$ cat config.mk
export PLATFORM = sky130hd
export DESIGN_NAME = k12a_instr_sequencer
export DESIGN_NICKNAME = d
export VERILOG_FILES = /design/src/rtl/k12a_instr_sequencer.sv
export SDC_FILE = /design/constraint.sdc
export NUM_CORES = 1
export LEC_CHECK = 0
export ABC_AREA = 1
export ABC_CLOCK_PERIOD_IN_PS = 2200
export BUFFER_PORTS_ARGS = -buffer_cell sky130_fd_sc_hd__buf_2
export CORE_MARGIN = 3
export CORE_UTILIZATION = 45
export CTS_CLUSTER_SIZE = 8
export DETAILED_ROUTE_END_ITERATION = 10
export HOLD_SLACK_MARGIN = 0.06
export PLACE_DENSITY = 0.73
export SYNTH_ARGS = -nofsm -noshare
export SYNTH_HDL_FRONTEND = slang
export SYNTH_SLANG_ARGS = --single-unit
$ cat constraint.sdc
create_clock -name cpu_clock -period 2.2 [get_ports cpu_clock]
set_input_delay 0.33 -clock cpu_clock [delete_from_list [all_inputs] [get_ports cpu_clock]]
set_output_delay 0.33 -clock cpu_clock [all_outputs]
set_load 0.01 [all_outputs]
$ cat src/rtl/k12a_instr_sequencer.sv
// k12a per-instruction control sequencer: fetch, decode, memory-wait and halt
// phases, driving the skip-flag select and datapath strobes.

package k12a_pkg;
  typedef enum logic [1:0] {
    SKIP_SEL_HOLD        = 2'd0,
    SKIP_SEL_0           = 2'd1,
    SKIP_SEL_CONDITION   = 2'd2,
    SKIP_SEL_CONDITION_N = 2'd3
  } skip_sel_t;
endpackage

module k12a_instr_sequencer
  import k12a_pkg::*;
#(
  parameter int unsigned CNT_W = 8
) (
  input  logic             cpu_clock,
  input  logic             reset_n,
  input  logic             skip,
  input  logic             mem_ready,
  input  logic             halt_req,
  input  logic             ir_is_skip,
  input  logic             ir_skip_invert,
  input  logic             ir_is_mem,
  input  logic             ir_is_write,
  input  logic             ir_reg_we,
  output skip_sel_t        skip_sel,
  output logic             mem_req,
  output logic             mem_we,
  output logic             ir_load,
  output logic             pc_inc,
  output logic             reg_we,
  output logic             squash,
  output logic             halted,
  output logic [CNT_W-1:0] squash_count
);

  typedef enum logic [1:0] {
    ST_FETCH   = 2'd0,
    ST_DECODE  = 2'd1,
    ST_MEMWAIT = 2'd2,
    ST_HALT    = 2'd3
  } state_t;

  state_t            state_q, state_d;
  logic              halted_q, halted_d;
  logic [CNT_W-1:0]  count_q, count_d;

  // State, halt flag and squash counter registers.
  always_ff @(posedge cpu_clock or negedge reset_n) begin
    if (!reset_n) begin
      state_q  <= ST_FETCH;
      halted_q <= 1'b0;
      count_q  <= '0;
    end else begin
      state_q  <= state_d;
      halted_q <= halted_d;
      count_q  <= count_d;
    end
  end

  // Next-state and per-phase strobes; everything idles while reset is held,
  // since the reset state (FETCH) would otherwise assert mem_req.
  always_comb begin
    state_d  = state_q;
    count_d  = count_q;
    skip_sel = SKIP_SEL_HOLD;
    mem_req  = 1'b0;
    mem_we   = 1'b0;
    ir_load  = 1'b0;
    pc_inc   = 1'b0;
    reg_we   = 1'b0;
    squash   = 1'b0;
    if (reset_n) begin
      unique case (state_q)
        ST_FETCH: begin
          if (halt_req) begin
            state_d = ST_HALT;
          end else begin
            mem_req = 1'b1;
            if (mem_ready) begin
              ir_load = 1'b1;
              pc_inc  = 1'b1;
              state_d = ST_DECODE;
            end
          end
        end
        ST_DECODE: begin
          state_d = ST_FETCH;
          if (skip) begin
            squash   = 1'b1;
            skip_sel = SKIP_SEL_0;
            if (count_q != '1) count_d = count_q + 1'b1;
          end else if (ir_is_skip) begin
            skip_sel = ir_skip_invert ? SKIP_SEL_CONDITION_N : SKIP_SEL_CONDITION;
          end else if (ir_is_mem) begin
            state_d = ST_MEMWAIT;
          end else begin
            reg_we = ir_reg_we;
          end
        end
        ST_MEMWAIT: begin
          mem_req = 1'b1;
          mem_we  = ir_is_write;
          if (mem_ready) begin
            reg_we  = ir_reg_we & ~ir_is_write;
            state_d = ST_FETCH;
          end
        end
        ST_HALT: begin
          if (!halt_req) state_d = ST_FETCH;
        end
        default: state_d = ST_FETCH;
      endcase
    end
  end

  // halted tracks the state being entered so it is high exactly while in HALT.
  always_comb begin
    halted_d = (state_d == ST_HALT);
  end

  assign halted       = halted_q;
  assign squash_count = count_q;

endmodule

**Word level (Yosys, flattened, before mapping)**

Cells that the tools add are included.

- $add $sub $neg: 1
- Equality and inequality tests: 5
- Multiplexer cells: 32
- Bitwise operators: 2
- Reductions and logical operators: 2

Operator list:

| cell | count |
|---|---|
| $mux 2 | 12 |
| $mux 1 | 17 |
| $add 8x1->8 const B | 1 |
| $ne 8x8->1 const B | 1 |
| $pmux 2 s4 | 1 |
| $eq 2x2->1 const B | 3 |
| $pmux 1 s2 | 2 |
| $reduce_and 4->1 | 1 |
| $eq 2x1->1 const B | 1 |
| $logic_not 2->1 | 1 |
| $and 1x1->1 | 1 |
| $not 1->1 | 1 |

- Register bits: 11
- Input bits: 10
- Output and inout bits: 17
- Logic and storage cells: 45

**Depth between registers and ports, before layout**

- Word-level depth: 6
- Gate-level depth with buffers: 8
- Mapped depth without buffers: 8

**Least setup slack after synthesis**

OpenSTA, ideal clock, no wires.

- Path kind: flip-flop to output port
- Start point: register state_q[0]
- End point: output port pc_inc
- Data arrival time: 1.190 ns
- Data required time: 1.870 ns
- Path slack: 0.680 ns
- Stages on the path, launching flop included: 6
- Buffers on the path: 1
- Cell sequence: dfrtp_1 -> inv_1 -> ha_1 -> nand2_1 -> nor3_1 -> buf_4

- Longest elaborated chain between the ends: 3

RTL lines:

| what | line | text |
|---|---|---|
| start: declaration | 46 | `state_t state_q, state_d;` |
| start signal: assignment | 57 | `state_q <= state_d;` |
| $logic_not 2->1 | n/a |  |
| $mux 1 (2 in series) | n/a |  |
| end: declaration | 32 | `output logic pc_inc,` |

Every way passes these cells.

**Worst setup path after layout**

- Start point: input port reset_n
- End point: output port skip_sel[1]

- Longest elaborated chain between the ends: 1

RTL lines:

| what | line | text |
|---|---|---|
| start: declaration | 19 | `input logic reset_n,` |
| $mux 2 | 75 | `if (reset_n) begin` |
| end: declaration | 28 | `output skip_sel_t skip_sel,` |

Every way passes these cells.

==> results_dict.tcl <==
set metrics [dict create \
    die_y_um 47.4 \
    synth_top_area_cell "dfrtp_1" \
    grt_pass1_vias 600 \
    setup-tns-final_ns 0 \
    clk_pin_slew_ns 0.07 \
    r2r_end "squash_count[1]" \
    cts_buffer_depth 2 \
    first_iter_violations 10 \
    drive_above_1_share 0.274 \
    synthTopCellsByArea "dfrtp_1 (36%), nand2_1 (18%), ha_1 (9.7%)" \
    wl_met2_um 675 \
    grt_usage 0.153 \
    critPathMaxFanout 9 \
    top_layer "met4" \
    antenna_found_initial 0 \
    drv_cap 0 \
    drt_pass1_iterations 5 \
    dieWidth_um 47.4 \
    synth-seq-area-share 0.357 \
    cts_tree "built" \
    wl_met1_um 743 \
    dp_hpwl_um 1230 \
    rsz0062_at_grt "no" \
    skew_ns 0.00941 \
    dieArea_um2 2250 \
    h-tree-depth 1 \
    fin_area_um2 957 \
    p_leak_nw 0.567 \
    cts_root_buf "clkbuf_4" \
    insertion_delay_ns 0.26 \
    cts_buffers 3 \
    place_worst_setup_slack_ns 0.715 \
    grt_max_degree 10 \
    tightest_slew_ns 0.198 \
    drcViolationCount 0 \
    cp_data_arrival_time_ns 1.63 \
    critPathKind "input pin to primary output" \
    avgSynthCellArea_um2 7.41 \
    antenna_cells 0 \
    cts_resized 0 \
    ioPinCount 27 \
    power.density_nw_per_um2 882 \
    vias 736 \
    placed_cell_area_um2 921 \
    finalMaxSlewViolations 0 \
    period_needed_ns 1.96 \
    syn2layout_area_growth_pct 24.2 \
    cts_setup_buffers 0 \
    cp-start-kind "input pin" \
    grt_pass1_wl_um 2460 \
    netlist_area_um2 771 \
    finalHoldViolations 0 \
    place_congestion 0.787 \
    run_status "complete, no violations" \
    fmax_mhz 511 \
    vias_per_cell 4.87 \
    rrSetupSlack_ns 0.87 \
    r2r_start "squash_count[0]" \
    clock-sinks 11 \
    io_buffer_count 26 \
    overflow 0 \
    fin_nets 152 \
    relSlewSlack 0.867 \
    synth_warnings 0 \
    wl_per_cell_um 10.2 \
    yosysTopAreaCellShare 0.357 \
    start_util 0.494 \
    ir_drop_v 0.000724 \
    cts_hold_buf 1 \
    crit_path_end_kind "primary output" \
    syn_inst 104 \
    wl_met3_um 118 \
    hold_class "input pin to asynchronous set/reset pin" \
    ys_types 21 \
    final_antenna_net_count 0 \
    setup_violations 0 \
    synthesis.nets 120 \
    synth-seq-cells 11 \
    rows 14 \
    required_ns 1.87 \
    layout_setup_ws_ns 0.242 \
    core_area_um2 1560 \
    min_period_over_period 0.890 \
    ff2ff_path_depth 8 \
    drt-total-wl_um 1550 \
]
-- final cells by class --
class	instances	area, µm²
Multi-Input combinational cell	76	425
Tap cell	16	20.0
Inverter	16	62.6
Timing Repair Buffer	28	148
Clock buffer	4	26.3
Sequential cell	11	275
Fill cell	158	602
-- cell families (layout without fill, tap and decap cells) --
group           Yosys count  in the layout  share of synthesized area
compound gates            8              8                     0.0519
fa+ha+maj                 6              6                     0.0974
xor+xnor                  6              6                     0.0682
simple gates             56             56                      0.334
buf+inv                  17             48                     0.0909
flops                    11             11                      0.357
-- metal layers --
metal | GRT usage | vias up
met2 | 0.235 | 29
li1 | - | 385
met3 | 0.0345 | 2
met5 | 0 | -
met4 | 0.0497 | 0
met1 | 0.210 | 320
-- metrics by stage --
step,util,total power [mW],hold slack (ns),cells
final,0.614,0.844,0.433,151
after global routing,0.614,0.937,0.433,151
after CTS,0.614,0.858,0.432,151
after detailed placement,0.591,0.717,0.186,146
after global placement,0.591,0.707,0.184,146
after floorplan,-,0.592,0.0344,104
-- registers in the layout, indices dropped and copies added, names as in the netlist --
name          cells
halted            1
squash_count      8
state_q           2
-- critical path, stage by stage --
cell and delay (ns):
dlygate4sd3_1 0.52, buf_2 0.22, inv_1 0.13, nor4_1 0.25, buf_2 0.17
-- worst max-delay path by stage --
stage / start / slack [ns] / endpoint
after floorplan: state_q[0] / 0.68 / pc_inc
after global placement: state_q[1] / 0.74 / reg_we
after detailed placement: state_q[1] / 0.72 / reg_we
after CTS: reset_n / 0.23 / skip_sel[1]
after global routing: reset_n / 0.13 / skip_sel[1]
final: reset_n / 0.24 / skip_sel[1]
-- synth_stat cells, drive strengths merged --
library cell  number
ha                 6
nor4               1
xor2               1
inv               16
buf                1
nor2               5
nand3              7
o21ai              3
dfrtp             11
nand4              1
nand3b             1
nor3               2
nand2             39
xnor2              5
a21oi              5
-- power by group --
part | total [mW] | internal [mW] | switching (mW)
combinational | 0.389 | 0.163 | 0.227
sequential | 0.322 | 0.259 | 0.0621
clock | 0.134 | 0.0700 | 0.0636
-- placed cells by master, fill, tap and decap left out --
master,instances
nor2_4,1
buf_2,26
nand2_4,1
inv_4,1
clkbuf_1,1
dlygate4sd3_1,1
ha_1,6
xnor2_1,5
dfrtp_1,11
inv_1,15
xor2_1,1
nor3_1,2
nand3b_1,1
nand4_1,1
nor2_2,2
nor4_1,1
nand2_1,37
nand2_2,1
a21oi_1,5
o21ai_0,3
nand3_2,1
buf_4,1
nor2_1,2
nand3_1,6
clkbuf_4,3
Power figures use the tool's default switching activity.
